**src/rtl/regfile_xfer_ctrl_if.sv**
```systemverilog
// Request handshake plus register-bank strobe bundle for regfile_xfer_ctrl.
// slave = the controller; master = the requester/observer side driving requests and bus_in.
interface regfile_xfer_ctrl_if #(
    parameter int WIDTH = 8,
    parameter int NREGS = 4,
    parameter int IDXW  = 2
);
    logic             req_valid;
    logic             req_ready;
    logic [1:0]       req_op;
    logic [IDXW-1:0]  req_src_a;
    logic [IDXW-1:0]  req_src_b;
    logic [IDXW-1:0]  req_dst;
    logic [WIDTH-1:0] bus_in;
    logic [NREGS-1:0] assert_bus;
    logic [NREGS-1:0] assert_lhs;
    logic [NREGS-1:0] assert_rhs;
    logic             alu_to_bus;
    logic [NREGS-1:0] load_bus;
    logic [WIDTH-1:0] rd_data;
    logic             done;
    logic             done_err;

    modport slave (
        input  req_valid, req_op, req_src_a, req_src_b, req_dst, bus_in,
        output req_ready, assert_bus, assert_lhs, assert_rhs, alu_to_bus,
               load_bus, rd_data, done, done_err
    );

    modport master (
        output req_valid, req_op, req_src_a, req_src_b, req_dst, bus_in,
        input  req_ready, assert_bus, assert_lhs, assert_rhs, alu_to_bus,
               load_bus, rd_data, done, done_err
    );
endinterface

```
**src/rtl/regfile_xfer_ctrl.sv**
```systemverilog
// Sequences MOV / ALU / READ transfers over a register_gp bank using one-hot strobes.
// IDLE -> DRIVE (SETTLE_CYCLES) -> COMMIT -> IDLE; all strobes are registered.
module regfile_xfer_ctrl #(
    parameter int WIDTH         = 8,
    parameter int NREGS         = 4,
    parameter int IDXW          = 2,
    parameter int SETTLE_CYCLES = 1
) (
    input  logic               clk,
    input  logic               reset_n,
    regfile_xfer_ctrl_if.slave xfer
);
    typedef enum logic [1:0] {
        S_IDLE   = 2'd0,
        S_DRIVE  = 2'd1,
        S_COMMIT = 2'd2
    } state_e;

    localparam logic [1:0]    OP_MOV      = 2'b00;
    localparam logic [1:0]    OP_ALU      = 2'b01;
    localparam logic [1:0]    OP_READ     = 2'b10;
    localparam logic [IDXW:0] NREGS_W     = NREGS[IDXW:0];
    localparam logic [3:0]    SETTLE_W    = SETTLE_CYCLES[3:0];
    localparam logic [3:0]    SETTLE_LAST = (SETTLE_CYCLES > 0) ? (SETTLE_W - 4'd1) : 4'd0;

    state_e            state_q, state_d;
    logic [3:0]        cnt_q, cnt_d;
    logic [1:0]        op_q, op_d;
    logic [IDXW-1:0]   a_q, a_d, b_q, b_d, dst_q, dst_d;
    logic [NREGS-1:0]  bus_q, bus_d, lhs_q, lhs_d, rhs_q, rhs_d, load_q, load_d;
    logic              alu_q, alu_d;
    logic              done_q, done_d, err_q, err_d;
    logic [WIDTH-1:0]  rd_q, rd_d;
    logic              req_ok_s;

    function automatic logic idx_ok(input logic [IDXW-1:0] idx);
        return ({1'b0, idx} < NREGS_W);
    endfunction

    function automatic logic [NREGS-1:0] onehot(input logic [IDXW-1:0] idx);
        logic [NREGS-1:0] v;
        v = {NREGS{1'b0}};
        for (int i = 0; i < NREGS; i++) begin
            if (int'(idx) == i) v[i] = 1'b1;
            else                v[i] = 1'b0;
        end
        return v;
    endfunction

    // Request legality: every index the op uses must name an existing register.
    always_comb begin
        req_ok_s = 1'b0;
        case (xfer.req_op)
            OP_MOV:  req_ok_s = idx_ok(xfer.req_src_a) && idx_ok(xfer.req_dst);
            OP_ALU:  req_ok_s = idx_ok(xfer.req_src_a) && idx_ok(xfer.req_src_b) && idx_ok(xfer.req_dst);
            OP_READ: req_ok_s = idx_ok(xfer.req_src_a);
            default: req_ok_s = 1'b0;
        endcase
    end

    // Next-state, field latching, done/err and read capture.
    always_comb begin
        state_d = state_q;
        cnt_d   = cnt_q;
        op_d    = op_q;
        a_d     = a_q;
        b_d     = b_q;
        dst_d   = dst_q;
        done_d  = 1'b0;
        err_d   = 1'b0;
        rd_d    = rd_q;
        case (state_q)
            S_IDLE: begin
                if (xfer.req_valid) begin
                    if (req_ok_s) begin
                        op_d    = xfer.req_op;
                        a_d     = xfer.req_src_a;
                        b_d     = xfer.req_src_b;
                        dst_d   = xfer.req_dst;
                        cnt_d   = SETTLE_LAST;
                        state_d = (SETTLE_CYCLES == 0) ? S_COMMIT : S_DRIVE;
                    end else begin
                        done_d = 1'b1;
                        err_d  = 1'b1;
                    end
                end else begin
                    state_d = S_IDLE;
                end
            end
            S_DRIVE: begin
                if (cnt_q == 4'd0) state_d = S_COMMIT;
                else               cnt_d   = cnt_q - 4'd1;
            end
            S_COMMIT: begin
                state_d = S_IDLE;
                done_d  = 1'b1;
                if (op_q == OP_READ) rd_d = xfer.bus_in;
                else                 rd_d = rd_q;
            end
            default: state_d = S_IDLE;
        endcase
    end

    // Strobes are decoded from the upcoming state so they appear the cycle after accept.
    always_comb begin
        bus_d  = {NREGS{1'b0}};
        lhs_d  = {NREGS{1'b0}};
        rhs_d  = {NREGS{1'b0}};
        load_d = {NREGS{1'b0}};
        alu_d  = 1'b0;
        if (state_d != S_IDLE) begin
            case (op_d)
                OP_MOV: begin
                    bus_d = onehot(a_d);
                    if (state_d == S_COMMIT) load_d = onehot(dst_d);
                    else                     load_d = {NREGS{1'b0}};
                end
                OP_ALU: begin
                    lhs_d = onehot(a_d);
                    rhs_d = onehot(b_d);
                    alu_d = 1'b1;
                    if (state_d == S_COMMIT) load_d = onehot(dst_d);
                    else                     load_d = {NREGS{1'b0}};
                end
                OP_READ: bus_d = onehot(a_d);
                default: bus_d = {NREGS{1'b0}};
            endcase
        end else begin
            bus_d = {NREGS{1'b0}};
        end
    end

    // State and output registers; reset aborts any transfer in flight.
    always_ff @(posedge clk or negedge reset_n) begin
        if (!reset_n) begin
            state_q <= S_IDLE;
            cnt_q   <= 4'd0;
            op_q    <= 2'b00;
            a_q     <= {IDXW{1'b0}};
            b_q     <= {IDXW{1'b0}};
            dst_q   <= {IDXW{1'b0}};
            bus_q   <= {NREGS{1'b0}};
            lhs_q   <= {NREGS{1'b0}};
            rhs_q   <= {NREGS{1'b0}};
            load_q  <= {NREGS{1'b0}};
            alu_q   <= 1'b0;
            done_q  <= 1'b0;
            err_q   <= 1'b0;
            rd_q    <= {WIDTH{1'b0}};
        end else begin
            state_q <= state_d;
            cnt_q   <= cnt_d;
            op_q    <= op_d;
            a_q     <= a_d;
            b_q     <= b_d;
            dst_q   <= dst_d;
            bus_q   <= bus_d;
            lhs_q   <= lhs_d;
            rhs_q   <= rhs_d;
            load_q  <= load_d;
            alu_q   <= alu_d;
            done_q  <= done_d;
            err_q   <= err_d;
            rd_q    <= rd_d;
        end
    end

    assign xfer.req_ready  = (state_q == S_IDLE);
    assign xfer.assert_bus = bus_q;
    assign xfer.assert_lhs = lhs_q;
    assign xfer.assert_rhs = rhs_q;
    assign xfer.alu_to_bus = alu_q;
    assign xfer.load_bus   = load_q;
    assign xfer.rd_data    = rd_q;
    assign xfer.done       = done_q;
    assign xfer.done_err   = err_q;
endmodule

```
**src/flat_wrapper.sv**
```systemverilog
// flat-port wrapper written by rule: the top's interface ports become plain ports
module regfile_xfer_ctrl_flat 
#(
    parameter int WIDTH         = 8,
    parameter int NREGS         = 4,
    parameter int IDXW          = 2,
    parameter int SETTLE_CYCLES = 1
)
  (clk, reset_n, xfer_req_valid, xfer_req_op, xfer_req_src_a, xfer_req_src_b, xfer_req_dst, xfer_bus_in, xfer_req_ready, xfer_assert_bus, xfer_assert_lhs, xfer_assert_rhs, xfer_alu_to_bus, xfer_load_bus, xfer_rd_data, xfer_done, xfer_done_err);
  regfile_xfer_ctrl_if #(.WIDTH(WIDTH), .NREGS(NREGS), .IDXW(IDXW)) xfer_i ();
  input  logic clk;
  input  logic reset_n;
  input wire logic [$bits(xfer_i.req_valid)-1:0] xfer_req_valid;
  input wire logic [$bits(xfer_i.req_op)-1:0] xfer_req_op;
  input wire logic [$bits(xfer_i.req_src_a)-1:0] xfer_req_src_a;
  input wire logic [$bits(xfer_i.req_src_b)-1:0] xfer_req_src_b;
  input wire logic [$bits(xfer_i.req_dst)-1:0] xfer_req_dst;
  input wire logic [$bits(xfer_i.bus_in)-1:0] xfer_bus_in;
  output wire logic [$bits(xfer_i.req_ready)-1:0] xfer_req_ready;
  output wire logic [$bits(xfer_i.assert_bus)-1:0] xfer_assert_bus;
  output wire logic [$bits(xfer_i.assert_lhs)-1:0] xfer_assert_lhs;
  output wire logic [$bits(xfer_i.assert_rhs)-1:0] xfer_assert_rhs;
  output wire logic [$bits(xfer_i.alu_to_bus)-1:0] xfer_alu_to_bus;
  output wire logic [$bits(xfer_i.load_bus)-1:0] xfer_load_bus;
  output wire logic [$bits(xfer_i.rd_data)-1:0] xfer_rd_data;
  output wire logic [$bits(xfer_i.done)-1:0] xfer_done;
  output wire logic [$bits(xfer_i.done_err)-1:0] xfer_done_err;
  assign xfer_i.req_valid = xfer_req_valid;
  assign xfer_i.req_op = xfer_req_op;
  assign xfer_i.req_src_a = xfer_req_src_a;
  assign xfer_i.req_src_b = xfer_req_src_b;
  assign xfer_i.req_dst = xfer_req_dst;
  assign xfer_i.bus_in = xfer_bus_in;
  assign xfer_req_ready = xfer_i.req_ready;
  assign xfer_assert_bus = xfer_i.assert_bus;
  assign xfer_assert_lhs = xfer_i.assert_lhs;
  assign xfer_assert_rhs = xfer_i.assert_rhs;
  assign xfer_alu_to_bus = xfer_i.alu_to_bus;
  assign xfer_load_bus = xfer_i.load_bus;
  assign xfer_rd_data = xfer_i.rd_data;
  assign xfer_done = xfer_i.done;
  assign xfer_done_err = xfer_i.done_err;
  regfile_xfer_ctrl #(.WIDTH(WIDTH), .NREGS(NREGS), .IDXW(IDXW), .SETTLE_CYCLES(SETTLE_CYCLES)) u_core (.clk(clk), .reset_n(reset_n), .xfer(xfer_i));
endmodule
```
**config.mk**
```make
export PLATFORM = sky130hd
export DESIGN_NAME = regfile_xfer_ctrl_flat
export DESIGN_NICKNAME = d
export VERILOG_FILES = /design/src/rtl/regfile_xfer_ctrl_if.sv /design/src/rtl/regfile_xfer_ctrl.sv /design/src/flat_wrapper.sv
export SDC_FILE = /design/constraint.sdc
export NUM_CORES = 1
export LEC_CHECK = 0
export CORE_ASPECT_RATIO = 0.8
export CORE_MARGIN = 2
export CORE_UTILIZATION = 52
export DETAILED_ROUTE_END_ITERATION = 8
export PLACE_DENSITY = 0.87
export SLEW_MARGIN = 20
export SYNTH_ARGS = -nofsm -noshare
export SYNTH_HDL_FRONTEND = slang
export SYNTH_SLANG_ARGS = --single-unit
```
**constraint.sdc**
```tcl
create_clock -name clk -period 3.4 [get_ports clk]
set_input_delay 0.85 -clock clk [delete_from_list [all_inputs] [get_ports clk]]
set_output_delay 0.85 -clock clk [all_outputs]
set_load 0.02 [all_outputs]
```
==> impl_results.html, run 1 <==
<table>
<tr><th>Metric</th><th>Value</th></tr>
<tr><th colspan="2">Routing</th></tr>
<tr><td>Total Wirelength</td><td>slightly below 4000 um</td></tr>
<tr><td>Number of DRC markers after the initial detailed-route iteration</td><td>31</td></tr>
<tr><td>DRC violations left</td><td>0</td></tr>
<tr><td>Via count</td><td>1440</td></tr>
<tr><td>Remaining antenna violation count after routing</td><td>0</td></tr>
<tr><td>Average wire length per cell after detail routing</td><td>16.0 um</td></tr>
<tr><td>Via density</td><td>5.88</td></tr>
<tr><td>Count of TritonRoute iterations in the first routing pass</td><td>4</td></tr>
<tr><th colspan="2">Logic synthesis</th></tr>
<tr><td>Post-synthesis register bit count</td><td>slightly above 40</td></tr>
<tr><td>Cell area after technology mapping</td><td>approximately 1800 um2</td></tr>
<tr><td>Cell variety after synth</td><td>38</td></tr>
<tr><td>Synth area leaders</td><td>dfrtp_1 56%, mux2_2 8.5%, a211oi_1 3.7%, nand4b_1 2.8%, o21ai_1 2.4%</td></tr>
<tr><td>Total number of yosys warnings</td><td>0</td></tr>
<tr><td>Number of flops mapped to enable cells by yosys</td><td>0</td></tr>
<tr><td>Library cell with the highest instance count after synthesis</td><td>dfrtp_1</td></tr>
<tr><td>Yosys top cell area share</td><td>0.555</td></tr>
<tr><td>Post-Synthesis Cells</td><td>157</td></tr>
<tr><td>Top cell type by total area after synthesis</td><td>dfrtp_1</td></tr>
<tr><td>Part of the Yosys area used for sequential elements</td><td>0.555</td></tr>
<tr><td>Cell types with the highest counts after synthesis</td><td>41 x dfrtp_1, 14 x mux2_2, 9 x a211oi_1, 9 x nor2_1, 9 x o21ai_1</td></tr>
<tr><td>Avg Inst Size Synth</td><td>about 12 um2</td></tr>
<tr><td>Syn nets</td><td>around 180</td></tr>
<tr><td>Primary flip-flop cell chosen by synthesis mapping</td><td>dfrtp_1</td></tr>
<tr><td>Async S/R FF share, synth</td><td>1.00</td></tr>
<tr><th colspan="2">Setup path</th></tr>
<tr><td>Critical R2R Launch</td><td>u_core.state_q[1]$_DFF_PN0_</td></tr>
<tr><td>Critical path class</td><td>in -&gt; reg</td></tr>
<tr><td>Capturing element type of the critical path</td><td>register</td></tr>
<tr><td>FF-to-FF End</td><td>u_core.xfer.assert_lhs[0]$_DFF_PN0_</td></tr>
<tr><td>FF-to-FF setup slack</td><td>roughly 1.4 ns</td></tr>
<tr><td>Arrival time of the worst setup path</td><td>~2.8 ns</td></tr>
<tr><td>Largest fanout on the critical path</td><td>18</td></tr>
<tr><td>Required time of the worst setup path</td><td>3.61 ns</td></tr>
<tr><td>Worst Setup Start Kind</td><td>primary input</td></tr>
<tr><td>Crit path from</td><td>xfer_req_valid</td></tr>
<tr><td>Count of cells along the worst register-to-register path</td><td>3</td></tr>
<tr><th colspan="2">Die</th></tr>
<tr><td>Area of the core</td><td>roughly 3400 um2</td></tr>
<tr><td>Area enclosed by the die boundary</td><td>4050 um2</td></tr>
<tr><td>Effective utilization at floorplan</td><td>0.540</td></tr>
<tr><td>I/O Pins</td><td>between 40 and 50</td></tr>
<tr><td>Die Y-Extent</td><td>between 50 and 60 um</td></tr>
<tr><td>Floorplan row count</td><td>19</td></tr>
<tr><td>Width of the die</td><td>70.7 um</td></tr>
<tr><th colspan="2">Clock network</th></tr>
<tr><td>Clock root buffer</td><td>clkbuf_8</td></tr>
<tr><td>Number of buffers added for setup after CTS</td><td>0</td></tr>
<tr><td>Resized Gates After CTS</td><td>0</td></tr>
<tr><td>Cts bufs inserted</td><td>5</td></tr>
<tr><td>TritonCTS clock tree</td><td>built</td></tr>
<tr><td>Clock latency at the later pin of the worst-skew pair</td><td>approximately 0.29 ns</td></tr>
<tr><td>Buffer levels on the longest clock path</td><td>2</td></tr>
<tr><td>Clock transition at the registers of the reported paths</td><td>about 0.070 ns</td></tr>
<tr><td>Clock tree sinks</td><td>41</td></tr>
<tr><td>H-tree depth reported by CTS</td><td>2</td></tr>
<tr><td>Number of buffers added to fix hold violations after cts</td><td>0</td></tr>
<tr><th colspan="2">Timing</th></tr>
<tr><td>Pin slew with the least headroom to its limit</td><td>just under 0.9 ns</td></tr>
<tr><td>TNS Setup</td><td>0 ns</td></tr>
<tr><td>Achievable Freq</td><td>just under 400 MHz</td></tr>
<tr><td>Worst Clk Skew</td><td>between 0.004 and 0.005 ns</td></tr>
<tr><td>Setup repair after global routing missed its margin</td><td>false</td></tr>
<tr><td>Endpoints failing setup</td><td>0</td></tr>
<tr><td>Final count of pins violating max slew</td><td>0</td></tr>
<tr><td>Final hold violation count</td><td>0</td></tr>
<tr><td>Max-slew headroom at the worst pin</td><td>0.423</td></tr>
<tr><td>Final worst path period need</td><td>between 2 and 3 ns</td></tr>
<tr><td>Fin worst setup slack</td><td>between 0.7 and 0.8 ns</td></tr>
<tr><td>Share of the clock period used by the worst path</td><td>0.765</td></tr>
<tr><th colspan="2">Hold path</th></tr>
<tr><td>Hold-critical path depth</td><td>1</td></tr>
<tr><td>Worst min path class</td><td>reg -&gt; reg</td></tr>
<tr><td>Capture endpoint of the worst hold path</td><td>u_core.xfer.rd_data[6]$_DFFE_PN0P_</td></tr>
<tr><td>Source of the worst hold timing path</td><td>u_core.xfer.rd_data[6]$_DFFE_PN0P_</td></tr>
<tr><th colspan="2">Finish</th></tr>
<tr><td>Share of final-layout standard cells stronger than drive strength 1</td><td>0.148</td></tr>
<tr><td>Net total in the final layout</td><td>roughly 220</td></tr>
<tr><td>Diode insertion count for antenna repair</td><td>0</td></tr>
<tr><td>Area grow syn2layout</td><td>30.4%</td></tr>
<tr><th colspan="2">Placement</th></tr>
<tr><td>Routability congestion estimate</td><td>roughly 0.77</td></tr>
<tr><td>Worst slack at placement</td><td>around 0.5 ns</td></tr>
<tr><td>HPWL after detailed placement</td><td>around 2700 um</td></tr>
<tr><td>I/O Buffers</td><td>46</td></tr>
<tr><th colspan="2">Power</th></tr>
<tr><td>Areal power density over the cells</td><td>~810 nW/um2</td></tr>
<tr><td>Peak ir drop on the vdd network</td><td>around 0.00047 V</td></tr>
<tr><td>LEAKAGE</td><td>about 0.00099 uW</td></tr>
<tr><th colspan="2">Global routing</th></tr>
<tr><td>Initial antenna violation count</td><td>0</td></tr>
<tr><td>Maximum number of pins on one net before global-route repair</td><td>between 40 and 50</td></tr>
<tr><td>Wire length of the first global-routing pass</td><td>roughly 6600 um</td></tr>
<tr><td>Overflow left after global routing</td><td>0</td></tr>
<tr><td>Total global-route track usage</td><td>0.211</td></tr>
<tr><td>Vias in the first global route</td><td>1400</td></tr>
<tr><th colspan="2">Status</th></tr>
<tr><td>Run status</td><td>complete, no violations</td></tr>
<tr><th colspan="2">Job</th></tr>
<tr><td>Number of maximum-capacitance constraint violations</td><td>0</td></tr>
</table>
[cell usage in the layout, fill, tap and decap left out, types with 4 or more instances in the layout]
cell type and n:
a211oi_1 9, a21oi_1 6, clkbuf_8 5, clkdlybuf4s50_1 45, dfrtp_1 41, inv_1 5, mux2_2 14, nand4_1 4
nand4b_1 6, nor2_1 9, nor2b_1 7, nor3b_1 4, o21ai_1 9
[worst max-delay path by stage]
| stage | slack (ns) | end | cells past startpoint |
|---|---|---|---|
| after global placement | 0.60 | u_core.xfer.assert_lhs[0]$_DFF_PN0_ | 4 |
| after detailed placement | 0.50 | u_core.xfer.load_bus[0]$_DFF_PN0_ | 4 |
| after global routing | 0.70 | u_core.xfer.load_bus[0]$_DFF_PN0_ | 4 |
| after floorplan | 1.34 | u_core.xfer.assert_lhs[0]$_DFF_PN0_ | 4 |
| after CTS | 0.81 | u_core.xfer.load_bus[0]$_DFF_PN0_ | 4 |
| final | 0.80 | u_core.xfer.assert_lhs[0]$_DFF_PN0_ | 4 |
[worst max-delay path: stages]
cell and delay [ns]:
clkdlybuf4s50_1 0.55, or3b_1 0.63, or4_4 0.58, a211oi_2 0.19
[cell type report]
cell class,instances,area [um2]
Clock buffer,6,72.6
Clock inverter,2,10.0
Fill cell,253,1010
Inverter,5,18.8
Multi-Input combinational cell,100,752
Sequential cell,41,1030
Tap cell,42,52.6
Timing Repair Buffer,49,478
[flip-flops by register name, summed over array words and instances (netlist names)]
register,flops
u_core.xfer.rd_data,8
u_core.cnt_q,4
u_core.xfer.assert_bus,4
u_core.xfer.assert_lhs,4
u_core.xfer.assert_rhs,4
u_core.xfer.load_bus,4
u_core.a_q,2
u_core.b_q,2
u_core.dst_q,2
u_core.op_q,2
u_core.state_q,2
u_core.xfer.alu_to_bus,1
u_core.xfer.done,1
u_core.xfer.done_err,1
[kinds of logic (layout without fill, tap and decap cells)]
kind of cell | count (synthesis) | count (layout) | share of synthesized area
flops | 41 | 41 | 0.555
compound gates | 39 | 39 | 0.147
fa+ha+maj | 2 | 2 | 0.0135
mux | 15 | 15 | 0.0907
simple gates | 44 | 44 | 0.156
buf+inv | 16 | 62 | 0.0379
[report_power, final]
part           leakage, uW  switching, uW  total, uW  internal [uW]
registers         0.000537            136        788            652
logic             0.000412            456        868            412
clock network    0.0000450            159        301            142
[per-stage QoR]
step / util / total power (uW) / std cells / instance area (um2) / hold WS [ns]
finish: 0.704 / 1960 / 245 / 2410 / 0.510
CTS: 0.704 / 1960 / 245 / 2410 / 0.514
floorplan: - / 1330 / 157 / 1850 / 0.473
detailed placement: 0.680 / 1660 / 237 / 2330 / 0.497
global placement: 0.680 / 1600 / 237 / 2330 / 0.488
global route: 0.704 / 2080 / 245 / 2410 / 0.533
[metal layers]
metal / vias to the layer above / share of wire / global-route usage
li1: 670 / - / -
met1: 713 / 0.44 / 0.274
met2: 52 / 0.49 / 0.354
met3: 5 / 0.061 / 0.0530
met4: 0 / 0.0089 / 0.0674
met5: - / 0 / 0
No activity file was read; power rests on OpenSTA's default activity.
==> run 2: changes to the inputs <==
--- a/config.mk
+++ b/config.mk
@@ -7,9 +7,9 @@
 export LEC_CHECK = 0
 export CORE_ASPECT_RATIO = 0.8
 export CORE_MARGIN = 2
-export CORE_UTILIZATION = 52
+export CORE_UTILIZATION = 43
 export DETAILED_ROUTE_END_ITERATION = 8
-export PLACE_DENSITY = 0.87
+export PLACE_DENSITY = 0.77
 export SLEW_MARGIN = 20
 export SYNTH_ARGS = -nofsm -noshare
 export SYNTH_HDL_FRONTEND = slang
==> constraint.sdc (replaced) <==
create_clock -name clk -period 2.1 [get_ports clk]
set_input_delay 0.525 -clock clk [delete_from_list [all_inputs] [get_ports clk]]
set_output_delay 0.525 -clock clk [all_outputs]
set_load 0.02 [all_outputs]
==> run 2 against run 1 <==
Clock skew hardly changed. First-iteration DRC count grew to 5.0 times the previous value. Clock power is 89% higher. Core utilization is 8.9 points lower. Count of clock-buffer cells in the layout is 1 higher. Via count is 2.8% higher. Hold slack worse by 0.35 ns. Critical path type is now reg -> out. Total power is 71% higher. Routed wire length is 7.2% higher. Sequential share of layout area is 2.4 points lower. Critical path depth is 2 lower. Largest power group unchanged.
==> impl_results.html, run 2 (synthesis results as in run 1) <==
<table>
<tr><th>Metric</th><th>Value</th></tr>
<tr><th colspan="2">Routing</th></tr>
<tr><td>Count of TritonRoute iterations in the first routing pass</td><td>4 (unchanged)</td></tr>
<tr><td>Remaining antenna violation count after routing</td><td>0 (unchanged)</td></tr>
<tr><td>Total Wirelength</td><td>4200 um (+7.2%)</td></tr>
<tr><td>DRC violations left</td><td>0 (unchanged)</td></tr>
<tr><td>Number of DRC markers after the initial detailed-route iteration</td><td>156 (+400%)</td></tr>
<tr><td>Via density</td><td>5.49 (-6.7%)</td></tr>
<tr><td>Via count</td><td>1481 (+2.8%)</td></tr>
<tr><td>Average wire length per cell after detail routing</td><td>15.5 um (-2.8%)</td></tr>
<tr><th colspan="2">Global routing</th></tr>
<tr><td>Wire length of the first global-routing pass</td><td>7210 um (+8.7%)</td></tr>
<tr><td>Maximum number of pins on one net before global-route repair</td><td>24 (-43%)</td></tr>
<tr><td>Total global-route track usage</td><td>0.195 (-0.0159)</td></tr>
<tr><td>Vias in the first global route</td><td>1489 (+6.4%)</td></tr>
<tr><td>Initial antenna violation count</td><td>0 (unchanged)</td></tr>
<tr><td>Overflow left after global routing</td><td>0 (unchanged)</td></tr>
<tr><th colspan="2">Timing</th></tr>
<tr><td>Achievable Freq</td><td>approximately 490 MHz</td></tr>
<tr><td>Pin slew with the least headroom to its limit</td><td>0.564 ns (-0.301 ns)</td></tr>
<tr><td>Share of the clock period used by the worst path</td><td>0.972</td></tr>
<tr><td>Final hold violation count</td><td>0 (unchanged)</td></tr>
<tr><td>Max-slew headroom at the worst pin</td><td>0.624 (+0.201)</td></tr>
<tr><td>Final count of pins violating max slew</td><td>0 (unchanged)</td></tr>
<tr><td>Hold WS</td><td>0.161 ns (-0.350 ns)</td></tr>
<tr><td>TNS Setup</td><td>0 ns (unchanged)</td></tr>
<tr><td>Final worst path period need</td><td>between 2 and 2.5 ns</td></tr>
<tr><td>Worst Clk Skew</td><td>0.00427 ns (-0.000438 ns)</td></tr>
<tr><td>Setup repair after global routing missed its margin</td><td>false</td></tr>
<tr><td>Endpoints failing setup</td><td>0 (unchanged)</td></tr>
<tr><th colspan="2">Setup path</th></tr>
<tr><td>Buffering stage count on the worst path with inverters included</td><td>1 (unchanged)</td></tr>
<tr><td>Worst Setup Start Kind</td><td>register</td></tr>
<tr><td>Cell with the biggest individual delay on the critical path</td><td>clkdlybuf4s50_1</td></tr>
<tr><td>Required time of the worst setup path</td><td>1.57 ns (-2.04 ns)</td></tr>
<tr><td>Critical path class</td><td>reg -&gt; out</td></tr>
<tr><td>Largest fanout on the critical path</td><td>10 (-8)</td></tr>
<tr><td>Arrival time of the worst setup path</td><td>1.52 ns (-1.29 ns)</td></tr>
<tr><td>Crit-path cells</td><td>nor2_1 -&gt; clkdlybuf4s50_1</td></tr>
<tr><td>Delay contributed by the slowest stage of the critical path</td><td>0.61 ns (-0.02 ns)</td></tr>
<tr><td>Cell type group with the largest total delay on the critical path</td><td>buffers and inverters</td></tr>
<tr><td>Capturing element type of the critical path</td><td>output pin</td></tr>
<tr><th colspan="2">Clock network</th></tr>
<tr><td>Clock tree sinks</td><td>41 (unchanged)</td></tr>
<tr><td>Clock root buffer</td><td>clkbuf_8</td></tr>
<tr><td>Clock latency at the later pin of the worst-skew pair</td><td>0.30 ns (about the same)</td></tr>
<tr><td>Cts bufs inserted</td><td>5 (unchanged)</td></tr>
<tr><td>H-tree depth reported by CTS</td><td>2 (unchanged)</td></tr>
<tr><td>TritonCTS clock tree</td><td>built</td></tr>
<tr><td>Clock transition at the registers of the reported paths</td><td>0.07 ns (about the same)</td></tr>
<tr><td>Buffer levels on the longest clock path</td><td>2 (unchanged)</td></tr>
<tr><th colspan="2">Finish</th></tr>
<tr><td>Area grow syn2layout</td><td>38.3%</td></tr>
<tr><td>Most common library cell in the layout ignoring fill and taps</td><td>clkdlybuf4s50_1</td></tr>
<tr><td>Share of final-layout standard cells stronger than drive strength 1</td><td>0.202 (+0.0541)</td></tr>
<tr><td>Flip-flop count of the largest register, all copies and words added</td><td>8 (unchanged)</td></tr>
<tr><td>Net total in the final layout</td><td>233 (+4.5%)</td></tr>
<tr><td>Commonest cells after routing, fill and taps aside</td><td>45 x clkdlybuf4s50_1, 40 x dfrtp_1, 14 x mux2_2</td></tr>
<tr><td>Diode insertion count for antenna repair</td><td>0 (unchanged)</td></tr>
<tr><td>Final design area excluding fillers</td><td>2550 um2 (+6.0%)</td></tr>
<tr><td>Post-Route Utilization</td><td>0.615 (-0.0885)</td></tr>
<tr><th colspan="2">Placement</th></tr>
<tr><td>Routability congestion estimate</td><td>0.784 (+1.9%)</td></tr>
<tr><td>Post-detailed-placement cell area</td><td>2450 um2 (+5.4%)</td></tr>
<tr><td>I/O Buffers</td><td>46 (unchanged)</td></tr>
<tr><td>HPWL after detailed placement</td><td>2990 um (+10%)</td></tr>
<tr><th colspan="2">Die</th></tr>
<tr><td>Die Y-Extent</td><td>62.6 um (+9.3%)</td></tr>
<tr><td>I/O Pins</td><td>47 (unchanged)</td></tr>
<tr><td>Width of the die</td><td>77.3 um (+9.4%)</td></tr>
<tr><td>Effective utilization at floorplan</td><td>0.445 (-0.0947)</td></tr>
<tr><td>Area of the core</td><td>4150 um2 (+21%)</td></tr>
<tr><td>Floorplan row count</td><td>21 (+2)</td></tr>
<tr><td>Area enclosed by the die boundary</td><td>4840 um2 (+20%)</td></tr>
<tr><th colspan="2">Power</th></tr>
<tr><td>Areal power density over the cells</td><td>1310 nW/um2 (+61%)</td></tr>
<tr><td>LEAKAGE</td><td>0.00106 uW (+6.5%)</td></tr>
<tr><td>Gate power share</td><td>0.450 (+0.007)</td></tr>
<tr><td>Portion of total power attributed to sequential cells</td><td>0.380 (-0.023)</td></tr>
<tr><td>Int Power</td><td>2090 uW (+73%)</td></tr>
<tr><td>Total power</td><td>3350 uW (+71%)</td></tr>
<tr><td>Switching Power</td><td>1260 uW (+68%)</td></tr>
<tr><td>Fraction of power consumed by the clock network</td><td>0.170 (+0.016)</td></tr>
<tr><td>Peak ir drop on the vdd network</td><td>0.000573 V (+22%)</td></tr>
<tr><td>Sw frac</td><td>0.377 (-0.00659)</td></tr>
<tr><th colspan="2">Status</th></tr>
<tr><td>Run status</td><td>complete, no violations</td></tr>
<tr><th colspan="2">Hold path</th></tr>
<tr><td>Worst min path class</td><td>in -&gt; async</td></tr>
<tr><th colspan="2">Job</th></tr>
<tr><td>Number of maximum-capacitance constraint violations</td><td>0 (unchanged)</td></tr>
</table>
## run 2: path summary, 6_finish.rpt
path	startpoint	to	slack, ns	cells past startpoint
worst max-delay path	u_core.state_q[1]$_DFF_PN0_	xfer_req_ready	0.06	2
worst min-delay path	reset_n	u_core.xfer.assert_bus[2]$_DFF_PN0_	0.16	1
worst max register to register	u_core.state_q[1]$_DFF_PN0_	u_core.xfer.assert_lhs[0]$_DFF_PN0_	0.25	3
worst min register to register	u_core.xfer.rd_data[4]$_DFFE_PN0P_	u_core.xfer.rd_data[4]$_DFFE_PN0P_	0.51	1
max in group asynchronous	reset_n	u_core.state_q[0]$_DFF_PN0_	1.45	2
min in group clk	u_core.xfer.rd_data[4]$_DFFE_PN0P_	u_core.xfer.rd_data[4]$_DFFE_PN0P_	0.51	1
## run 2: layout make-up
type                            instances  area (um2)
Clock buffer                            7        96.3
Inverter                                5        18.8
Timing Repair Buffer                   59         578
Multi-Input combinational cell        100         758
Sequential cell                        41        1030
Tap cell                               57        71.3
Fill cell                             341        1600
Clock inverter                          1        5.00
## run 2: metal layers
metal  vias to the layer above  track usage  part of all wire
met5                         -            0                 0
met4                         0        0.107             0.026
met3                        11       0.0491             0.057
met1                       723        0.231              0.42
met2                        56        0.325              0.50
li1                        691            -                 -
## run 2: per-stage QoR
stage,instances,setup slack [ns]
after floorplan,157,0.366
after global placement,262,-0.167
after detailed placement,262,-0.218
after CTS,270,0.0159
after global routing,270,0.0137
final,270,0.0582
## run 2: repair_timing
action,in CTS,in global routing
buffers inserted,0,0
endpoints found under the hold margin,0,0
endpoints found under the setup margin,0,1
hold buffers,0,0
resized for setup,0,1
## run 2: power by group through the flow
stage	Combinational (uW)	Sequential (uW)	Clock [uW]
after global placement	1430	1260	0
final	1510	1270	568
after floorplan	775	1380	0
after CTS	1510	1270	589
after global routing	1640	1320	614
after detailed placement	1500	1280	0
==> run 3: changes to the inputs <==
--- a/config.mk
+++ b/config.mk
@@ -7,9 +7,9 @@
 export LEC_CHECK = 0
 export CORE_ASPECT_RATIO = 0.8
 export CORE_MARGIN = 2
-export CORE_UTILIZATION = 43
+export CORE_UTILIZATION = 52
 export DETAILED_ROUTE_END_ITERATION = 8
-export PLACE_DENSITY = 0.77
+export PLACE_DENSITY = 0.87
 export SLEW_MARGIN = 20
 export SYNTH_ARGS = -nofsm -noshare
 export SYNTH_HDL_FRONTEND = slang
==> constraint.sdc (replaced) <==
create_clock -name clk -period 2.5 [get_ports clk]
set_input_delay 0.625 -clock clk [delete_from_list [all_inputs] [get_ports clk]]
set_output_delay 0.625 -clock clk [all_outputs]
set_load 0.02 [all_outputs]
==> run 3 against run 2 <==
Count of clock-buffer cells in the layout stayed put. Register-to-register slack better by 0.39 ns. Largest cell class unchanged. Via count is 1.7% lower.
==> impl_results.html, run 3 (synthesis results as in run 1) <==
<table>
<tr><th>Metric</th><th>Value</th></tr>
<tr><th colspan="2">Timing</th></tr>
<tr><td>Endpoints failing setup</td><td>0 (unchanged)</td></tr>
<tr><td>Fin worst setup slack</td><td>0.360 ns (+0.302 ns)</td></tr>
<tr><td>Final count of pins violating max slew</td><td>0 (unchanged)</td></tr>
<tr><td>Final worst path period need</td><td>2.14 ns</td></tr>
<tr><td>Max-slew headroom at the worst pin</td><td>0.405 (-0.219)</td></tr>
<tr><td>Pin slew with the least headroom to its limit</td><td>0.892 ns (+0.328 ns)</td></tr>
<tr><td>TNS Setup</td><td>0 ns (unchanged)</td></tr>
<tr><td>Worst Clk Skew</td><td>0.00499 ns (+0.000718 ns)</td></tr>
<tr><td>Achievable Freq</td><td>approximately 470 MHz</td></tr>
<tr><td>Share of the clock period used by the worst path</td><td>0.856</td></tr>
<tr><td>Final hold violation count</td><td>0 (unchanged)</td></tr>
<tr><td>Setup repair after global routing missed its margin</td><td>false</td></tr>
<tr><th colspan="2">Die</th></tr>
<tr><td>I/O Pins</td><td>47 (unchanged)</td></tr>
<tr><td>Area of the core</td><td>3420 um2 (-18%)</td></tr>
<tr><td>Floorplan row count</td><td>19 (-9.5%)</td></tr>
<tr><td>Width of the die</td><td>70.7 um (-8.6%)</td></tr>
<tr><td>Die Y-Extent</td><td>57.3 um (-8.5%)</td></tr>
<tr><td>Effective utilization at floorplan</td><td>0.540 (+0.0947)</td></tr>
<tr><td>Area enclosed by the die boundary</td><td>4050 um2 (-16%)</td></tr>
<tr><th colspan="2">Placement</th></tr>
<tr><td>Total placed cells including tap cells</td><td>242 (-7.6%)</td></tr>
<tr><td>I/O Buffers</td><td>46 (unchanged)</td></tr>
<tr><td>Worst slack at placement</td><td>0.0956 ns (+0.314 ns)</td></tr>
<tr><td>Post-detailed-placement cell area</td><td>2360 um2 (-3.6%)</td></tr>
<tr><td>Routability congestion estimate</td><td>0.802 (+2.3%)</td></tr>
<tr><td>HPWL after detailed placement</td><td>2760 um (-8.0%)</td></tr>
<tr><th colspan="2">Clock network</th></tr>
<tr><td>Number of buffers added for setup after CTS</td><td>0 (unchanged)</td></tr>
<tr><td>H-tree depth reported by CTS</td><td>2 (unchanged)</td></tr>
<tr><td>Clock transition at the registers of the reported paths</td><td>0.07 ns (about the same)</td></tr>
<tr><td>Resized Gates After CTS</td><td>0 (unchanged)</td></tr>
<tr><td>Buffer levels on the longest clock path</td><td>2 (unchanged)</td></tr>
<tr><td>Number of buffers added to fix hold violations after cts</td><td>0 (unchanged)</td></tr>
<tr><td>Cts bufs inserted</td><td>5 (unchanged)</td></tr>
<tr><td>Clock latency at the later pin of the worst-skew pair</td><td>0.28 ns (-0.02 ns)</td></tr>
<tr><td>Clock root buffer</td><td>clkbuf_8</td></tr>
<tr><td>TritonCTS clock tree</td><td>built</td></tr>
<tr><td>Clock tree sinks</td><td>41 (unchanged)</td></tr>
<tr><th colspan="2">Status</th></tr>
<tr><td>Run status</td><td>complete, no violations</td></tr>
<tr><th colspan="2">Finish</th></tr>
<tr><td>Flip-flop count of the largest register, all copies and words added</td><td>8 (unchanged)</td></tr>
<tr><td>Diode insertion count for antenna repair</td><td>0 (unchanged)</td></tr>
<tr><td>Share of final-layout standard cells stronger than drive strength 1</td><td>0.164 (-0.0376)</td></tr>
<tr><td>Net total in the final layout</td><td>228 (-2.1%)</td></tr>
<tr><td>Most common library cell in the layout ignoring fill and taps</td><td>clkdlybuf4s50_1</td></tr>
<tr><td>Non-filler instance count after layout</td><td>249 (-7.8%)</td></tr>
<tr><td>Total of fill cells in the finished design</td><td>241 (-29%)</td></tr>
<tr><td>Final design area excluding fillers</td><td>2450 um2 (-4.1%)</td></tr>
<tr><td>Commonest cells after routing, fill and taps aside</td><td>45 x clkdlybuf4s50_1, 41 x dfrtp_1, 14 x mux2_2</td></tr>
<tr><td>Area grow syn2layout</td><td>32.6%</td></tr>
<tr><th colspan="2">Routing</th></tr>
<tr><td>Average wire length per cell after detail routing</td><td>15.9 um (+2.5%)</td></tr>
<tr><td>DRC violations left</td><td>0 (unchanged)</td></tr>
<tr><td>Via density</td><td>5.85 (+6.6%)</td></tr>
<tr><td>Via count</td><td>1456 (-1.7%)</td></tr>
<tr><td>Number of DRC markers after the initial detailed-route iteration</td><td>35 (-78%)</td></tr>
<tr><td>Total Wirelength</td><td>3970 um (-5.5%)</td></tr>
<tr><td>Count of TritonRoute iterations in the first routing pass</td><td>5 (+1)</td></tr>
<tr><td>Remaining antenna violation count after routing</td><td>0 (unchanged)</td></tr>
<tr><th colspan="2">Power</th></tr>
<tr><td>Switching Power</td><td>1020 uW (-19%)</td></tr>
<tr><td>Sw frac</td><td>0.377 (-0.000572)</td></tr>
<tr><td>Total power</td><td>2710 uW (-19%)</td></tr>
<tr><td>Gate power share</td><td>0.450 (about the same)</td></tr>
<tr><td>Int Power</td><td>1690 uW (-19%)</td></tr>
<tr><td>Fraction of power consumed by the clock network</td><td>0.155 (-0.015)</td></tr>
<tr><td>Portion of total power attributed to sequential cells</td><td>0.395 (+0.015)</td></tr>
<tr><td>Peak ir drop on the vdd network</td><td>0.000771 V (+35%)</td></tr>
<tr><td>Areal power density over the cells</td><td>1110 nW/um2 (-16%)</td></tr>
<tr><td>LEAKAGE</td><td>0.00102 uW (-4.0%)</td></tr>
<tr><th colspan="2">Setup path</th></tr>
<tr><td>Cell type group with the largest total delay on the critical path</td><td>buffers and inverters</td></tr>
<tr><td>Arrival time of the worst setup path</td><td>1.51 ns (about the same)</td></tr>
<tr><td>Capturing element type of the critical path</td><td>output pin</td></tr>
<tr><td>Cell with the biggest individual delay on the critical path</td><td>clkdlybuf4s50_1</td></tr>
<tr><td>Largest fanout on the critical path</td><td>10 (unchanged)</td></tr>
<tr><td>Crit-path cells</td><td>nor2_1 -&gt; clkdlybuf4s50_1</td></tr>
<tr><td>Delay contributed by the slowest stage of the critical path</td><td>0.61 ns (about the same)</td></tr>
<tr><td>Buffering stage count on the worst path with inverters included</td><td>1 (unchanged)</td></tr>
<tr><td>Worst Setup Start Kind</td><td>register</td></tr>
<tr><td>Critical path class</td><td>reg -&gt; out</td></tr>
<tr><td>Required time of the worst setup path</td><td>1.88 ns (+0.31 ns)</td></tr>
<tr><th colspan="2">Global routing</th></tr>
<tr><td>Overflow left after global routing</td><td>0 (unchanged)</td></tr>
<tr><td>Wire length of the first global-routing pass</td><td>6580 um (-8.8%)</td></tr>
<tr><td>Vias in the first global route</td><td>1405 (-5.6%)</td></tr>
<tr><td>Initial antenna violation count</td><td>0 (unchanged)</td></tr>
<tr><td>Total global-route track usage</td><td>0.212 (+0.0170)</td></tr>
<tr><td>Maximum number of pins on one net before global-route repair</td><td>42 (+75%)</td></tr>
<tr><th colspan="2">Job</th></tr>
<tr><td>Number of maximum-capacitance constraint violations</td><td>0 (unchanged)</td></tr>
<tr><th colspan="2">Hold path</th></tr>
<tr><td>Worst min path class</td><td>in -&gt; async</td></tr>
</table>
run 3: power by group through the flow:
stage	clock network [uW]	registers, uW	logic [uW]
after floorplan	0	1160	651
after global placement	0	1050	1150
after detailed placement	0	1070	1210
after CTS	429	1060	1220
after global routing	463	1100	1320
final	420	1070	1220
run 3: layout make-up:
type / instances / area, um2 / area share
repair buffers: 54 / 515 / 0.210
inverters: 5 / 18.8 / 0.00766
multi-input cells: 100 / 752 / 0.307
flip-flops and latches: 41 / 1030 / 0.419
clock buffers: 7 / 86.3 / 0.0352
well taps: 42 / 52.6 / 0.0214
run 3: final timing paths:
path,startpoint,end,slack [ns],cells after the start
setup / recovery,u_core.state_q[1]$_DFF_PN0_,xfer_req_ready,0.36,2
hold / removal,reset_n,u_core.xfer.rd_data[2]$_DFFE_PN0P_,0.46,1
setup reg to reg,u_core.state_q[1]$_DFF_PN0_,u_core.xfer.assert_lhs[0]$_DFF_PN0_,0.64,3
hold reg to reg,u_core.xfer.rd_data[3]$_DFFE_PN0P_,u_core.xfer.rd_data[3]$_DFFE_PN0P_,0.51,1
max in group asynchronous,reset_n,u_core.xfer.done_err$_DFF_PN0_,1.48,1
min in group clk,u_core.xfer.rd_data[3]$_DFFE_PN0P_,u_core.xfer.rd_data[3]$_DFFE_PN0P_,0.51,1
run 3: stage by stage:
step | util | hold WS, ns
4_1_cts | 0.716 | 0.487
3_3_place_gp | 0.691 | 0.488
5_1_grt | 0.716 | 0.526
6_report | 0.716 | 0.462
3_5_place_dp | 0.691 | 0.497
2_1_floorplan | - | 0.329
run 3: per-layer routing:
| metal | global-route usage | up-vias | share of wire |
|---|---|---|---|
| li1 | - | 678 | - |
| met4 | 0.0836 | 0 | 0.015 |
| met5 | 0 | - | 0 |
| met2 | 0.352 | 52 | 0.48 |
| met3 | 0.0618 | 7 | 0.068 |
| met1 | 0.266 | 719 | 0.43 |
